--- src/rtl/cpu_types_pkg.sv ---
// Shared CPU types: machine word and the memory arbiter state encoding.
package cpu_types_pkg;

  localparam int unsigned WORD_W = 32;

  typedef logic [WORD_W-1:0] word_t;

  typedef enum logic [1:0] {
    IDLE   = 2'd0,
    DGRANT = 2'd1,
    IGRANT = 2'd2
  } arb_state_t;

endpackage

--- src/rtl/mem_arbiter.sv ---
// Arbitrates the single RAM port between instruction fetch and data access.
// Data wins by default; a starvation counter forces a fetch; a watchdog aborts hung accesses.
module mem_arbiter
  import cpu_types_pkg::*;
#(
  parameter int unsigned STARVE_MAX = 4,
  parameter int unsigned TIMEOUT    = 64
) (
  input  logic  CLK,
  input  logic  RST,
  input  logic  iREN,
  input  word_t iaddr,
  output logic  ihit,
  output word_t iload,
  input  logic  dREN,
  input  logic  dWEN,
  input  word_t daddr,
  input  word_t dstore,
  output logic  dhit,
  output word_t dload,
  output logic  ramREN,
  output logic  ramWEN,
  output word_t ramaddr,
  output word_t ramstore,
  input  word_t ramload,
  input  logic  ramREADY,
  output logic  bus_err
);

  localparam int unsigned STARVE_W = $clog2(STARVE_MAX + 1);
  localparam int unsigned WDOG_W   = $clog2(TIMEOUT + 1);

  arb_state_t          state_q;
  word_t               addr_q;
  word_t               store_q;
  logic                ren_q;
  logic                wen_q;
  logic                bus_err_q;
  logic [STARVE_W-1:0] starve_q;
  logic [WDOG_W-1:0]   wdog_q;

  logic                d_req_c;
  logic                starved_c;
  logic                granted_c;
  logic                expire_c;
  logic [STARVE_W-1:0] starve_inc_c;
  logic                ihit_c;
  logic                dhit_c;

  assign d_req_c      = dREN | dWEN;
  assign starved_c    = iREN && (starve_q == STARVE_W'(STARVE_MAX));
  assign granted_c    = (state_q != IDLE);
  assign expire_c     = granted_c && !ramREADY && (wdog_q == WDOG_W'(TIMEOUT - 1));
  assign starve_inc_c = (starve_q == STARVE_W'(STARVE_MAX)) ? starve_q
                                                            : starve_q + STARVE_W'(1);

  // Arbitration FSM with request latching, starvation counter and watchdog.
  always_ff @(posedge CLK) begin
    if (RST) begin
      state_q   <= IDLE;
      addr_q    <= '0;
      store_q   <= '0;
      ren_q     <= 1'b0;
      wen_q     <= 1'b0;
      bus_err_q <= 1'b0;
      starve_q  <= '0;
      wdog_q    <= '0;
    end else begin
      case (state_q)
        IDLE: begin
          if (d_req_c && !starved_c) begin
            state_q  <= DGRANT;
            addr_q   <= daddr;
            store_q  <= dstore;
            wen_q    <= dWEN;
            ren_q    <= dREN & ~dWEN;
            wdog_q   <= '0;
            starve_q <= iREN ? starve_inc_c : '0;
          end else if (iREN) begin
            state_q  <= IGRANT;
            addr_q   <= iaddr;
            wen_q    <= 1'b0;
            ren_q    <= 1'b1;
            wdog_q   <= '0;
            starve_q <= '0;
          end
        end
        DGRANT, IGRANT: begin
          if (ramREADY) begin
            state_q <= IDLE;
          end else if (expire_c) begin
            state_q   <= IDLE;
            bus_err_q <= 1'b1;
          end else begin
            wdog_q <= wdog_q + WDOG_W'(1);
          end
        end
        default: state_q <= IDLE;
      endcase
    end
  end

  // Strobes come only from the state and latched request registers.
  assign ramREN   = granted_c & ren_q;
  assign ramWEN   = granted_c & wen_q;
  assign ramaddr  = addr_q;
  assign ramstore = store_q;

  // Completion is combinational on ramREADY so the hit lands in the RAM's completion cycle.
  assign ihit_c  = (state_q == IGRANT) & ramREADY;
  assign dhit_c  = (state_q == DGRANT) & ramREADY;
  assign ihit    = ihit_c;
  assign dhit    = dhit_c;
  assign iload   = ihit_c ? ramload : '0;
  assign dload   = dhit_c ? ramload : '0;
  assign bus_err = bus_err_q;

endmodule

--- config.mk ---
export PLATFORM = sky130hd
export DESIGN_NAME = mem_arbiter
export DESIGN_NICKNAME = d
export VERILOG_FILES = /design/src/rtl/cpu_types_pkg.sv /design/src/rtl/mem_arbiter.sv
export SDC_FILE = /design/constraint.sdc
export NUM_CORES = 1
export LEC_CHECK = 0
export ABC_AREA = 1
export BUFFER_PORTS_ARGS = -buffer_cell sky130_fd_sc_hd__buf_2
export CAP_MARGIN = 10
export CORE_AREA = 2 2 102 104
export CTS_CLUSTER_SIZE = 14
export DETAILED_ROUTE_END_ITERATION = 7
export DIE_AREA = 0 0 104 106
export HOLD_SLACK_MARGIN = 0.12
export MAX_ROUTING_LAYER = met4
export PLACE_DENSITY = 0.77
export SETUP_SLACK_MARGIN = 0.3
export SYNTH_ARGS = -nofsm -noshare
export SYNTH_HDL_FRONTEND = slang
export SYNTH_SLANG_ARGS = --single-unit
--- constraint.sdc ---
create_clock -name CLK -period 1.8 [get_ports CLK]
set_input_delay 0 -clock CLK [delete_from_list [all_inputs] [get_ports CLK]]
set_output_delay 0 -clock CLK [all_outputs]
set_load 0.01 [all_outputs]
[Word-level counts from Yosys, hierarchy flattened]
Index checks and enable logic that the tools add are counted.
Storage, ports and cells
  register bits after elaboration: 79
  logic and storage cells: 66
Cells by class
  $add $sub $neg: 2
  equality and inequality tests: 9
  multiplexer cells: 22
  bitwise gates (word level): 8
  reduce and logical (&&, ||, !) cells: 17
Operators by type and width (number)
  $mux 32: 4
  $mux 7: 4
  $pmux 7 s2: 1
  $mux 3: 4
  $ne 3x3->1 const B: 3
  $mux 2: 4
  $add 7x1->7 const B: 1
  $eq 7x6->1 const B: 1
  $reduce_and 2->1: 3
  $reduce_and 3->1: 2
  $reduce_bool 2->1: 3
  $and 1x1->1: 5
  $logic_and 1x1->1: 4
  $mux 1: 4
  $ne 2x2->1 const B: 2
  $pmux 2 s2: 1
  $reduce_and 4->1: 1
  $add 3x1->3 const B: 1
  $eq 3x3->1 const B: 1
  $eq 2x1->1 const B: 1
  $eq 2x2->1 const B: 1
  $logic_not 1->1: 2
  $logic_not 2->1: 1
  $not 1->1: 2
  other kinds (2): 2

[Depth between registers and ports, before layout]
Gate-level depths: netlist of the first run.
  depth in word-level cells: 6
  mapped depth: 11
  gate-level depth less buffers: 11

[Worst setup path after synthesis of the first run]
Ideal clock, no wire load.
  path kind: flip-flop to flip-flop
  start point: reg state_q[0]
  end point: reg wdog_q[3]
  stages on the path, launching flop included: 12
  clock period less this slack: 1520 ps
  buffers on the path: 0
  required time: 1736 ps
  slack: 280 ps
  library setup time: 64 ps
  arrival time: 1456 ps
  cells stage by stage: dfxtp_1 -> inv_1 -> ha_1 -> inv_1 -> nand2_1 -> nand2_1 -> nand2_1 -> inv_2 -> nand2_2 -> o21ai_0 -> inv_1 -> nor2_1
Between the ends
  word-level cells in the longest chain between the ends: 5
Ends and longest elaborated chain
  from (decl): line mem_arbiter.sv:33  | arb_state_t state_q;
  from (signal assigned): line mem_arbiter.sv:60  | state_q <= IDLE;
  from (signal assigned): line mem_arbiter.sv:72  | state_q <= DGRANT;
  from (signal assigned): line mem_arbiter.sv:80  | state_q <= IGRANT;
  $reduce_bool 2->1: line mem_arbiter.sv:52  | assign granted_c = (state_q != IDLE);
  $logic_and 1x1->1 (2 in a row): line mem_arbiter.sv:53  | assign expire_c = granted_c && !ramREADY && (wdog_q == WDOG_W'(TIMEOUT - 1));
  $ne 2x2->1 (no line)
  $reduce_and 4->1 (no line)
  to (signal assigned): line mem_arbiter.sv:95  | wdog_q <= wdog_q + WDOG_W'(1);
  to (decl): line mem_arbiter.sv:40  | logic [WDOG_W-1:0] wdog_q;
Several ways; a longest one is shown, not always the timed one.
A chain may end at the register's enable or synchronous reset.

[Worst setup path after layout of the first run]
  start point: reg state_q[1]
  end point: reg wdog_q[0]
The elaborated chain is that of the path after synthesis.

==> results of run 1 <==
## routing by layer
layer / share of wire / global-route usage / vias up
met5: 0 / - / -
met4: 0.058 / 0.1622 / 0
met3: 0.069 / 0.06009 / 91
met2: 0.53 / 0.4930 / 325
met1: 0.34 / 0.2404 / 2453
li1: - / - / 2599
## cell type report
cell class | instances | area share
multi-input combinational | 385 | 0.2722
timing repair buffer | 407 | 0.4049
tap | 136 | 0.02369
clock inverter | 6 | 0.009404
antenna | 2 | 0.0006966
sequential | 79 | 0.2212
clock buffer | 10 | 0.01776
inverter | 88 | 0.05016
## repair_timing
action	4_1_cts	5_1_grt
pin swaps	1	10
setup endpoints to repair	113	142
buffers inserted	3	15
endpoints found under the hold margin	71	0
hold buffers	99	0
resized for setup	11	59
gates cloned	0	13
## report_power, final
group          switching, mW  internal, mW  total (mW)
clock                  0.673         0.649        1.32
combinational          0.943         0.874        1.82
sequential             0.104          1.94        2.04
## synthesized netlist by cell type (2+ instances only)
master / count / share of area
buf_6: 3 / 0.0087
buf_2: 11 / 0.014
inv_1: 83 / 0.080
inv_2: 3 / 0.0029
nand2_1: 156 / 0.15
o211ai_1: 32 / 0.062
nand3_1: 45 / 0.058
dfxtp_1: 79 / 0.41
clkbuf_1: 15 / 0.015
nand2_2: 3 / 0.0048
ha_1: 6 / 0.019
o21ai_0: 4 / 0.0052
buf_4: 4 / 0.0078
nor2_1: 86 / 0.083
o21a_1: 2 / 0.0039
a21oi_1: 44 / 0.057
## flip-flops by register name, indices dropped and copies added, names as in the netlist
| signal | cells |
|---|---|
| bus_err | 1 |
| wen_q | 1 |
| state_q | 2 |
| ren_q | 1 |
| ramaddr | 32 |
| ramstore | 32 |
| starve_q | 3 |
| wdog_q | 7 |
## through the flow
| stage | hold WS [ns] | power [mW] | instance area, sq um | instances |
|---|---|---|---|---|
| final | 0.1879 | 5.179 | 7184 | 1113 |
| after global routing | 0.2015 | 5.442 | 7184 | 1113 |
| after CTS | 0.1609 | 4.822 | 6593 | 1083 |
| after detailed placement | 0.2541 | 3.305 | 5344 | 965 |
| after global placement | 0.2484 | 3.286 | 5344 | 965 |
| after floorplan | 0.1090 | 2.791 | 3872 | 585 |
## worst paths after layout
| path | depth (start not counted) | slack, ns | endpoint |
|---|---|---|---|
| max | 10 | 0.31 | wdog_q[0] |
| min | 3 | 0.19 | wdog_q[6] |
| max reg2reg | 10 | 0.31 | wdog_q[0] |
| min reg2reg | 2 | 0.46 | ramstore[18] |
## logic make-up after synthesis
family,count (synthesis),synth area share
AND/OR/NAND/NOR,294,0.3066
AO/OA/AOI/OAI,84,0.1321
adder cells (fa/ha/maj),6,0.01939
XOR/XNOR,1,0.002262
buffers and inverters,121,0.1312
flip-flops,79,0.4084
## tightest hold or removal path, stage by stage
cell and delay, ns:
buf_2 0.11, buf_4 0.26, nor2_1 0.13
==> reports/results.txt, run 1 <==
Final setup violation count = 0
Crit-path slowest cell = dfxtp_2
Starting DRT DRC Count = 381
Slew headroom = 0.7001
Final hold viol count = 0
Syn-to-layout area delta = 85.53%
Setup TNS Final = 0 ns
H-tree depth = 3
Hold_sp = RST
MaxCap Viol Count = 0
Chip width = 104 microns
Die Y = 106 microns
Status = finished clean
CTS Buffer Depth = 2
Share of cells above drive strength 1 = 0.3795
Asr flop ratio synth = 0
Worst-Skew Late Latency = 0.35 ns
Syn Nets = 725
Netlist cell types = 25
DP Wirelength = 8738 microns
IO Port Bufs = 266
Pwr dens = 720.9 nW/um^2
Fmax = 671.2 MHz
Pin count of the biggest net entering global routing = 45
Routed WL = 16770 microns
Synthesis Warnings = 0
Final #Nets = 1110
Die area = 11020 sq um
Crit path buf inv count = 4
Reg2Reg Launch Point = state_q[1]
Layout Skew = 0.01945 ns
Worst min path class = in -> reg
RSZ-0062 raised after global routing = true
Vias = 5468
Static Leak = 3.950 nW
Vias per cell = 4.913
# rows = 37
Clk sinks = 79
Filler cells = 754
Residual DRC = 0
Worst-path clk slew = 0.09 ns
Worst Tran Pin Value = 0.4498 ns
Router iterations before antenna repair = 6
VDD IR max = 542.1 uV
Root buf cell = clkbuf_8
Crit path DAT = 1.75 ns
Max Transition Viols Final = 0
Nature of the critical path endpoint = flop
Wire per inst = 15.06 microns
Primary FF master, synth = dfxtp_1
Total GRT Usage = 0.2623
Initial Utilization = 0.3873
Worst Setup SP = state_q[1]
Initial antenna violation count = 2
Final Cycle Share = 0.8277
Setup Crit Path Kind = reg -> reg
Seq/Total Area, Yosys = 0.4084
Critical Path RT = 2.06 ns
EDFF count, synth = 0
Register area = 1589 sq um
Crit path largest cell delay = 0.36 ns
Global route total overflow = 0
CP most frequent cell = nand2_2
RePlAce Congestion = 0.8687
Vias in the first global route = 5134
TritonCTS clock tree = done
First-pass GRT wire length = 22960 microns
Top cell family by delay on the critical path = flip-flops
Commonest non-fill, non-tap cell in the layout = buf_2
ANT nets after route = 0
Post-layout minimum cycle time = 1.490 ns
Core ar. = 10000 sq um
Cell count after synthesis = 585
Syn Std Cell Area = 3872 sq um
FF+latch count, synth = 79
Total CTS buffers = 9
Setup ws final = 0.3101 ns
Area of the multi-input gates = 1956 sq um
Most frequent cells in the layout = buf_2, nand2_1, dlygate4sd3_1
Setup WS pre-CTS = 0.06995 ns
Mean Syn Cell Area = 6.620 sq um
Crit path launch type = flop
Crit path cell chain = inv_2, ha_4, inv_4, nand2_2, nand2_2, nand2_2, inv_4, buf_6, nand3_1, a21oi_1
Finished Core Util = 0.7185
I/O pin cnt = 267
Crit-path max FO = 4
No activity file was read; power rests on OpenSTA's default activity.
==> run 2: changes to the inputs <==
- clock period: 1.8 -> 1.4 ns (I/O delays scaled with it)
==> run 2 against run 1 <==
Against the previous run:
- the flow now finishes with violations (negative setup slack)
- clock-buffer cell count unchanged
- first-iteration DRC count up 8.4%
- routed wire length up 17%
- sequential power up 29%
- combinational power up 64%
- critical path depth down 1
- sequential share of layout area down 2.8 points
- die area unchanged
- total power up 45%
==> reports/results.txt, run 2 (synthesized netlist as in run 1, its figures left out) <==
Status = finished with violations
Final hold viol count = 0 (unchanged)
Routed WL = 19660 microns (+17%)
Failing checks = negative setup slack
Chip width = 104 microns (unchanged)
Filler cells = 591 (-22%)
VDD IR max = 614.0 uV (+13%)
Root buf cell = clkbuf_8
Vias per cell = 5.146 (+4.7%)
Share of cells above drive strength 1 = 0.5000 (+0.1205)
Post-layout minimum cycle time = 1.546 ns (+0.05607 ns)
Fmax = 646.9 MHz (-3.6%)
Setup ws final = -0.1459 ns (-0.4561 ns)
Crit-path max FO = 8 (+4)
Area of the multi-input gates = 2454 sq um (+25%)
DP Wirelength = 8844 microns (+1.2%)
Syn-to-layout area delta = 112.0%
MaxCap Viol Count = 0 (unchanged)
Crit path DAT = 1.82 ns (+0.07 ns)
Worst-path clk slew = 0.09 ns (about the same)
Critical Path RT = 1.67 ns (-0.39 ns)
CTS Buffer Depth = 2 (unchanged)
Pin count of the biggest net entering global routing = 43 (-4.4%)
Static Leak = 4.311 nW (+9.1%)
Die area = 11020 sq um (unchanged)
Global route total overflow = 0 (unchanged)
Final setup violation count = 85 (+85)
RePlAce Congestion = 0.8371 (-3.6%)
IO Port Bufs = 266 (unchanged)
H-tree depth = 3 (unchanged)
Total GRT Usage = 0.3211 (+0.05886)
Layout Skew = 0.01785 ns (-0.001601 ns)
First-pass GRT wire length = 27540 microns (+20%)
Wire per inst = 17.25 microns (+14%)
Nature of the critical path endpoint = flop
Final #Nets = 1132 (+2.0%)
Core ar. = 10000 sq um (unchanged)
Router iterations before antenna repair = 6 (unchanged)
Residual DRC = 0 (unchanged)
Clk sinks = 79 (unchanged)
Total CTS buffers = 9 (unchanged)
I/O pin cnt = 267 (unchanged)
Commonest non-fill, non-tap cell in the layout = buf_2
Worst-Skew Late Latency = 0.35 ns (about the same)
Max Transition Viols Final = 0 (unchanged)
Setup Crit Path Kind = reg -> reg
ANT nets after route = 0 (unchanged)
Initial Utilization = 0.3873 (unchanged)
Pwr dens = 913.8 nW/um^2 (+27%)
Slew headroom = 0.6537 (-0.04637)
Die Y = 106 microns (unchanged)
TritonCTS clock tree = done
Setup WS pre-CTS = -0.06241 ns (-0.1324 ns)
RSZ-0062 raised after global routing = true
Hold WS = 0.1728 ns (-0.01508 ns)
Most frequent cells in the layout = buf_2, nand2_1, dlygate4sd3_1
R2R Setup Slk = -0.15 ns (-0.46 ns)
Starting DRT DRC Count = 413 (+8.4%)
Initial antenna violation count = 7 (+5)
Final Cycle Share = 1.104 (+0.2765)
Crit path launch type = flop
Vias = 5866 (+7.3%)
# rows = 37 (unchanged)
Vias in the first global route = 5822 (+13%)
Register area = 1589 sq um (unchanged)
Worst min path class = in -> reg
Worst Tran Pin Value = 0.5194 ns (+0.06956 ns)
[run 2: changes by cell type in the layout (fill, tap and decap cells not counted), moves of 24 or more]
cell	previous run	this run
buf_6	7	31
nand2_1	149	105
nand2_2	6	35
nor2_1	77	44
[run 2: layout make-up]
class,count,area share
clock inverter,5,0.009907
inverter,88,0.04481
multi-input combinational,385,0.2989
antenna,8,0.002439
clock buffer,10,0.01555
sequential,79,0.1936
tap,136,0.02073
timing repair buffer,425,0.4083
timing repair inverter,4,0.005792
[run 2: path summary, 6_finish.rpt]
| kind | startpoint | endpoint | depth (start not counted) |
|---|---|---|---|
| setup / recovery | state_q[0] | ramstore[28] | 9 |
| hold / removal | iREN | starve_q[0] | 5 |
| setup reg to reg | state_q[0] | ramstore[28] | 9 |
| hold reg to reg | ramstore[26] | ramstore[26] | 2 |
[run 2: per-stage QoR]
stage	util	setup TNS, ns	power (mW)	cell area (sq um)	cells
finish	0.8209	-3.312	7.501	8209	1140
global route	0.8209	-10.41	7.789	8209	1140
CTS	0.7715	-1.600	7.099	7715	1119
detailed placement	0.5539	-0.6267	4.366	5539	972
global placement	0.5539	-0.02842	4.349	5539	972
floorplan	-	0	3.689	4020	585
[run 2: per-layer routing]
metal | track usage | vias to the layer above | share of wire
met4 | 0.2577 | 0 | 0.088
li1 | - | 2649 | -
met1 | 0.2875 | 2668 | 0.34
met3 | 0.06560 | 158 | 0.068
met5 | - | - | 0
met2 | 0.5893 | 391 | 0.51
[run 2: critical path, stage by stage, from the launching register on]
cell     delay (ns)
dfxtp_2        0.36
inv_4          0.05
ha_4           0.19
buf_6          0.12
buf_12         0.12
nand2_8        0.10
buf_12         0.12
buf_16         0.14
nand2_1        0.10
a21oi_2        0.19
[run 2: where the power goes]
group | switching (mW) | internal (mW)
sequential | 0.149 | 2.49
clock | 0.882 | 1.00
combinational | 1.53 | 1.45
total | 2.56 | 4.94
[run 2: what timing repair did]
action	4_1_cts	5_1_grt
pin swaps	33	11
cloned	15	4
endpoints found under the hold margin	69	0
buffers inserted	18	9
endpoints found under the setup margin	147	147
hold buffers	99	0
gates resized for setup	124	96
